$ cat src/rtl/c2_pkg.sv
// Shared constants and types for the C2 arbiter and its UART memory loader.
// The loader checksum option is selected with the LOADER_CHECKSUM_EN macro.
package c2_pkg;

    localparam logic [7:0] CMD_LOAD_IMEM = 8'h1C;
    localparam logic [7:0] CMD_LOAD_DMEM = 8'h1D;
    localparam logic [7:0] CMD_RUN       = 8'hCE;
    localparam logic [7:0] CMD_DEBUG     = 8'hDE;

    localparam logic [7:0] LOADER_ACK = 8'hAC;
    localparam logic [7:0] LOADER_NAK = 8'hEE;

    typedef enum logic [3:0] {
        S_IDLE,
        S_LEN_LO,
        S_LEN_HI,
        S_DATA,
        S_CHECK,
        S_TX_STATUS,
        S_WAIT_TX,
        S_DONE,
        S_RELEASE
    } loader_state_t;

endpackage

$ cat src/rtl/loader_word_assembler.sv
// Packs four little-endian bytes into a 32-bit word; word_valid_o pulses the
// cycle after the fourth byte, while word_o still holds that word.
module loader_word_assembler (
    input  logic        clk_i,
    input  logic        rst_ni,
    input  logic        clear_i,
    input  logic        byte_valid_i,
    input  logic [7:0]  byte_i,
    output logic        word_valid_o,
    output logic [31:0] word_o
);

    logic [1:0]  byte_cnt_q;
    logic [31:0] word_q;
    logic        word_valid_q;

    // NOTE: state updates use non-blocking assignments so every register
    // samples the pre-edge values, independent of statement order.
    // NOTE: the datapath register is reset too, so mem_wdata_o reads 0 out of reset.
    always_ff @(posedge clk_i) begin
        if (!rst_ni) begin
            byte_cnt_q   <= 2'd0;
            word_q       <= 32'd0;
            word_valid_q <= 1'b0;
        end else begin
            word_valid_q <= 1'b0;
            if (clear_i) begin
                byte_cnt_q <= 2'd0;
            end else if (byte_valid_i) begin
                word_q       <= {byte_i, word_q[31:8]};
                byte_cnt_q   <= byte_cnt_q + 2'd1;
                word_valid_q <= (byte_cnt_q == 2'd3);
            end
        end
    end

    assign word_valid_o = word_valid_q;
    assign word_o       = word_q;

endmodule

$ cat src/rtl/uart_mem_loader.sv
// Loads a length-prefixed word stream from the host UART into IMEM or DMEM.
// Define LOADER_CHECKSUM_EN to require a trailing XOR checksum byte.
module uart_mem_loader
    import c2_pkg::*;
#(
    parameter int MEM_WORDS      = 256,
    parameter int ADDR_W         = 32,
    parameter int TIMEOUT_CYCLES = 50_000_000
) (
    input  logic              clk_i,
    input  logic              rst_ni,
    input  logic              grant_i,
    input  logic              target_i,
    input  logic [7:0]        uart_rx_data_i,
    input  logic              uart_rx_ready_i,
    input  logic              uart_tx_done_i,
    output logic [7:0]        tx_data_o,
    output logic              tx_start_o,
    output logic              imem_we_o,
    output logic              dmem_we_o,
    output logic [ADDR_W-1:0] mem_addr_o,
    output logic [31:0]       mem_wdata_o,
    output logic              done_o
);

    localparam int          IDX_W = $clog2(MEM_WORDS) + 1;
    localparam int          TO_W  = $clog2(TIMEOUT_CYCLES + 1);
    localparam logic [16:0] MAX_N = 17'(MEM_WORDS);

    loader_state_t    state_q, state_d;
    logic             grant_q;
    logic             target_q, target_d;
    logic [15:0]      count_q, count_d;
    logic [IDX_W-1:0] word_idx_q, word_idx_d;
    logic [7:0]       status_q, status_d;
    logic [TO_W-1:0]  idle_q, idle_d;
`ifdef LOADER_CHECKSUM_EN
    logic [7:0]       chk_q, chk_d;
`endif

    logic        rx_active, timeout, last_word, mem_we, tx_start, done;
    logic        asm_valid;
    logic [31:0] asm_word;
    logic [15:0] len_n;

    loader_word_assembler u_asm (
        .clk_i        (clk_i),
        .rst_ni       (rst_ni),
        .clear_i      (state_q != S_DATA),
        .byte_valid_i (uart_rx_ready_i && state_q == S_DATA),
        .byte_i       (uart_rx_data_i),
        .word_valid_o (asm_valid),
        .word_o       (asm_word)
    );

    assign len_n     = {uart_rx_data_i, count_q[7:0]};
    assign last_word = (16'(word_idx_q) + 16'd1 == count_q);
    assign rx_active = (state_q == S_LEN_LO) || (state_q == S_LEN_HI) ||
                       (state_q == S_DATA)   || (state_q == S_CHECK);
    assign timeout   = rx_active && !uart_rx_ready_i &&
                       (idle_q == TO_W'(TIMEOUT_CYCLES - 1));
    assign idle_d    = (rx_active && !uart_rx_ready_i) ? idle_q + TO_W'(1) : '0;

    // NOTE: every always_comb output gets a default first, so no path can infer a latch.
    always_comb begin
        state_d    = state_q;
        target_d   = target_q;
        count_d    = count_q;
        word_idx_d = word_idx_q;
        status_d   = status_q;
`ifdef LOADER_CHECKSUM_EN
        chk_d      = chk_q;
`endif
        mem_we     = 1'b0;
        tx_start   = 1'b0;
        done       = 1'b0;

        unique case (state_q)
            S_IDLE: if (grant_i && !grant_q) begin
                target_d   = target_i;
                count_d    = 16'd0;
                word_idx_d = '0;
`ifdef LOADER_CHECKSUM_EN
                chk_d      = 8'd0;
`endif
                state_d    = S_LEN_LO;
            end
            S_LEN_LO: if (uart_rx_ready_i) begin
                count_d[7:0] = uart_rx_data_i;
`ifdef LOADER_CHECKSUM_EN
                chk_d        = chk_q ^ uart_rx_data_i;
`endif
                state_d      = S_LEN_HI;
            end else if (timeout) begin
                status_d = LOADER_NAK;
                state_d  = S_TX_STATUS;
            end
            S_LEN_HI: if (uart_rx_ready_i) begin
                count_d  = len_n;
`ifdef LOADER_CHECKSUM_EN
                chk_d    = chk_q ^ uart_rx_data_i;
`endif
                status_d = LOADER_ACK;
                if ({1'b0, len_n} > MAX_N) begin
                    status_d = LOADER_NAK;
                    state_d  = S_TX_STATUS;
                end else if (len_n == 16'd0) begin
`ifdef LOADER_CHECKSUM_EN
                    state_d = S_CHECK;
`else
                    state_d = S_TX_STATUS;
`endif
                end else begin
                    state_d = S_DATA;
                end
            end else if (timeout) begin
                status_d = LOADER_NAK;
                state_d  = S_TX_STATUS;
            end
            S_DATA: begin
                if (asm_valid) begin
                    mem_we     = 1'b1;
                    word_idx_d = word_idx_q + IDX_W'(1);
                end
                if (asm_valid && last_word) begin
                    status_d = LOADER_ACK;
`ifdef LOADER_CHECKSUM_EN
                    // A checksum byte landing on the final write cycle is consumed here.
                    if (uart_rx_ready_i) begin
                        status_d = (uart_rx_data_i == chk_q) ? LOADER_ACK : LOADER_NAK;
                        state_d  = S_TX_STATUS;
                    end else begin
                        state_d  = S_CHECK;
                    end
`else
                    state_d  = S_TX_STATUS;
`endif
                end else if (uart_rx_ready_i) begin
`ifdef LOADER_CHECKSUM_EN
                    chk_d = chk_q ^ uart_rx_data_i;
`endif
                end else if (timeout) begin
                    status_d = LOADER_NAK;
                    state_d  = S_TX_STATUS;
                end
            end
`ifdef LOADER_CHECKSUM_EN
            S_CHECK: if (uart_rx_ready_i) begin
                status_d = (uart_rx_data_i == chk_q) ? LOADER_ACK : LOADER_NAK;
                state_d  = S_TX_STATUS;
            end else if (timeout) begin
                status_d = LOADER_NAK;
                state_d  = S_TX_STATUS;
            end
`endif
            S_TX_STATUS: begin
                tx_start = 1'b1;
                state_d  = S_WAIT_TX;
            end
            S_WAIT_TX: if (uart_tx_done_i) state_d = S_DONE;
            S_DONE: begin
                done    = 1'b1;
                state_d = S_RELEASE;
            end
            S_RELEASE: if (!grant_i) state_d = S_IDLE;
            default: state_d = S_IDLE;
        endcase

        // Losing the grant mid-transfer abandons it silently, including a write due now.
        if (!grant_i && state_q != S_IDLE && state_q != S_RELEASE) begin
            state_d  = S_IDLE;
            mem_we   = 1'b0;
            tx_start = 1'b0;
            done     = 1'b0;
        end
    end

    always_ff @(posedge clk_i) begin
        if (!rst_ni) begin
            state_q    <= S_IDLE;
            grant_q    <= 1'b0;
            target_q   <= 1'b0;
            count_q    <= 16'd0;
            word_idx_q <= '0;
            status_q   <= 8'd0;
            idle_q     <= '0;
`ifdef LOADER_CHECKSUM_EN
            chk_q      <= 8'd0;
`endif
        end else begin
            state_q    <= state_d;
            grant_q    <= grant_i;
            target_q   <= target_d;
            count_q    <= count_d;
            word_idx_q <= word_idx_d;
            status_q   <= status_d;
            idle_q     <= idle_d;
`ifdef LOADER_CHECKSUM_EN
            chk_q      <= chk_d;
`endif
        end
    end

    assign imem_we_o   = mem_we && !target_q;
    assign dmem_we_o   = mem_we && target_q;
    assign mem_addr_o  = ADDR_W'({word_idx_q, 2'b00});
    assign mem_wdata_o = asm_word;
    assign tx_start_o  = tx_start;
    assign done_o      = done;
    assign tx_data_o   = (state_q == S_TX_STATUS || state_q == S_WAIT_TX) ? status_q : 8'd0;

endmodule

$ cat config.mk
export PLATFORM = sky130hd
export DESIGN_NAME = uart_mem_loader
export DESIGN_NICKNAME = d
export VERILOG_FILES = /design/src/rtl/c2_pkg.sv /design/src/rtl/loader_word_assembler.sv /design/src/rtl/uart_mem_loader.sv
export SDC_FILE = /design/constraint.sdc
export NUM_CORES = 1
export LEC_CHECK = 0
export CAP_MARGIN = 15
export CORE_AREA = 2 2 142 144
export CTS_BUF_LIST = sky130_fd_sc_hd__clkbuf_2 sky130_fd_sc_hd__clkbuf_4 sky130_fd_sc_hd__clkbuf_8
export CTS_CLUSTER_DIAMETER = 40
export DETAILED_ROUTE_END_ITERATION = 16
export DIE_AREA = 0 0 144 146
export REMOVE_ABC_BUFFERS = 1
export SETUP_SLACK_MARGIN = 0.05
export SYNTH_ARGS = -nofsm -noshare
export SYNTH_HDL_FRONTEND = slang
export SYNTH_SLANG_ARGS = --single-unit
export TNS_END_PERCENT = 50
$ cat constraint.sdc
create_clock -name clk_i -period 2.4 [get_ports clk_i]
set_input_delay 0.48 -clock clk_i [delete_from_list [all_inputs] [get_ports clk_i]]
set_output_delay 0.48 -clock clk_i [all_outputs]
set_load 0.02 [all_outputs]
==> flow_summary.toml <==
[setup_path]
cp-start-kind = "register"
crit_path_end_kind = "output pin"
cp_max_fo = 11
worstPathRequired_ns = 1.92
cp_slowest_cell = "dfxtp_2"
crit_chain = "nor2b_2 > a21boi_0 > buf_4 > and2_1 > clkdlybuf4s15_1"
rrSetupSlack_ns = 0.21
slowest_delay_ns = 0.38
arrival_ns = 1.76
worstSetupPathType = "reg2out"

[worst_hold_path]
hold_path_class = "reg2reg"

[yosys]
synth_cells = 594
synth_most_common_cell = "nand2_1"
ys_warn_count = 0
ys_seq_elements = 100
ys_seq_area_frac = 0.416
synthTopCellsByArea = "dfxtp_1, nand2_1, a21boi_0"
async_reset_ff_frac = 0
synth_area_um2 = 4810
synth_top_area_frac = 0.416
yosys_most_used_dff = "dfxtp_1"
synth.avg_cell_area_um2 = 8.11
synthTopCellsByCount = "nand2_1, dfxtp_1, nor2_1, a21boi_0, nand3_1"
yosys.area.top_type = "dfxtp_1"
ys_types = 53
synth_edf_count = 0

[pwr]
internal_power_mw = 2.13
clockPowerShare = 0.341
vdd_drop_max_uv = 248
p_leak_nw = 2.12
switching_share = 0.258
comb_power_share = 0.076
switching_power_uw = 741
p_per_area_nw_per_um2 = 470
power_mw = 2.87
pwr-share-seq = 0.583

[grt]
grt_pass1_wl_mm = 19.8
track_usage = 0.117
grt.overflow.total = 0
antenna_found_initial = 0
grt_pass1_vias = 3907
grt_max_degree = 56

[detailed_routing]
first_iter_violations = 201
routed-wl-met2_mm = 5.44
wl_met1_mm = 5.93
wl_per_cell_um = 12.6
via_count = 4149
met3_length_um = 508
routed_wl_mm = 12.0
dr.pass1.iters = 4
postRouteAntennaNets = 0
top_layer = "met4"
vias_per_cell = 4.37
drc = 0

[sta]
finalClockSkew_ns = 0.0184
slew_violations = 0
worst_pin_slew_ns = 0.534
finalHoldViolCount = 0
period_needed_ns = 2.24
rsz0062_at_grt = "yes"
period_share = 0.932
slew_headroom = 0.640
fmax_mhz = 447
finalSetupViolations = 0

[floorplanning]
ios = 90
die_area_um2 = 21000
num_rows = 51
core-area_um2 = 19300
dieHeight_um = 146
start_util = 0.249
die_w_um = 144

[final_layout]
layout-drive-gt1-share = 0.112
areaGrowthSynthToFinish_pct = 26.8
fillers = 2049
nNetsFinal = 700
design_area_um2 = 6110
ff_latch_area_um2 = 2010
antenna_cells = 0
multiInputGateArea_um2 = 2610

[clock_network]
clock-root-buffer = "clkbuf_8"
clkTransAtPathRegs_ns = 0.10
cts_buffers = 9
clock_sinks = 100
clk_latency_ns = 0.38
cts_tree = "done"
clk_path_buf_depth = 2
cts_max_level = 3

[place]
dp_hpwl_mm = 8.56
placed_cell_area_um2 = 5950
io_buffers = 66
place_congestion = 0.819

[outcome]
status = "complete, no violations"

[job]
cap_viol_max_count = 0
final timing paths:
check,endpoint,cells past startpoint,start
setup reg to reg,status_q[3],7,word_idx_q[3]
hold reg to reg,status_q[4],2,status_q[4]
hold / removal,status_q[4],2,status_q[4]
setup / recovery,tx_data_o[7],5,state_q[2]
power by group through the flow:
stage | clock network (mW) | logic (mW) | registers [mW]
2_1_floorplan | 0 | 0.110 | 1.71
3_3_place_gp | 0 | 0.217 | 1.71
3_5_place_dp | 0 | 0.217 | 1.71
4_1_cts | 1.03 | 0.217 | 1.67
5_1_grt | 1.09 | 0.240 | 1.68
6_report | 0.979 | 0.218 | 1.67
state kept, by name (all words and copies together), names as in the netlist:
name and cells:
count_q 16, grant_q 1, idle_q 26, state_q 4, status_q 8, target_q 1, u_asm.byte_cnt_q 2, u_asm.word_o 32
u_asm.word_valid_o 1, word_idx_q 9
per-stage QoR:
stage / TNS, ns / util / setup slack (ns) / hold WS, ns / std cells
floorplan: 0 / - / 0.0970 / 0.410 / 565
global placement: -0.00139 / 0.308 / -0.00139 / 0.421 / 936
detailed placement: -0.0117 / 0.308 / -0.0117 / 0.431 / 936
CTS: 0 / 0.316 / 0.0263 / 0.444 / 949
global route: 0 / 0.316 / 0.0248 / 0.469 / 950
finish: 0 / 0.316 / 0.163 / 0.439 / 950
cell usage in the layout (no fill, tap or decap), types with 6 or more instances in the layout:
cell | Yosys | final
conb_1 | 1 | 23
a21oi_1 | 11 | 11
and2_1 | 22 | 21
clkdlybuf4s50_1 | 0 | 53
nor4_1 | 7 | 7
nor2_1 | 47 | 46
nor3_1 | 15 | 15
nand2_1 | 120 | 120
inv_1 | 7 | 7
nand3_1 | 32 | 32
o21ai_0 | 18 | 18
nor2b_1 | 11 | 10
buf_4 | 23 | 37
xor2_1 | 20 | 20
xnor2_1 | 18 | 18
clkbuf_2 | 0 | 6
dfxtp_1 | 100 | 97
nand4_1 | 7 | 7
and3_1 | 9 | 9
a21boi_0 | 39 | 39
clkbuf_8 | 0 | 9
metal layers:
metal,GRT usage,vias up
li1,-,2149
met4,0.0245,0
met5,0,-
met2,0.183,92
met3,0.0359,8
met1,0.159,1900
worst max-delay path: cells and delay by family, from the launching register on:
family / cells / cell delay (ns)
simple gates: 2 / 0.32
compound gates: 1 / 0.19
flops: 1 / 0.38
buf+inv: 2 / 0.48
cell type report:
| type | count | share of cell area |
|---|---|---|
| clock buffer | 10 | 0.0215 |
| clock inverter | 3 | 0.00410 |
| inverter | 7 | 0.00430 |
| multi-input combinational | 458 | 0.427 |
| sequential | 100 | 0.328 |
| tap | 265 | 0.0543 |
| timing repair buffer | 107 | 0.160 |
cell families (layout without fill, tap and decap cells):
kind of cell               Yosys count  after routing  share of synthesized area
and+or+nand+nor                    294            294                      0.291
DFF                                100            100                      0.416
AOI/OAI and AO/OA                   98             98                      0.146
buffers and inverters               58            127                     0.0650
xor gates and xnor gates            38             38                     0.0691
adders and majority gates            3              3                    0.00780
muxes                                2              2                    0.00416
other                                1             23                   0.000779
timing repair:
item,4_1_cts,5_1_grt
hold endpoints to repair,0,0
setup endpoints to repair,11,19
resized for setup,18,20
pin swaps,0,1
hold buffers,0,0
buffers inserted,0,1
(Power assumes the default switching activity.)
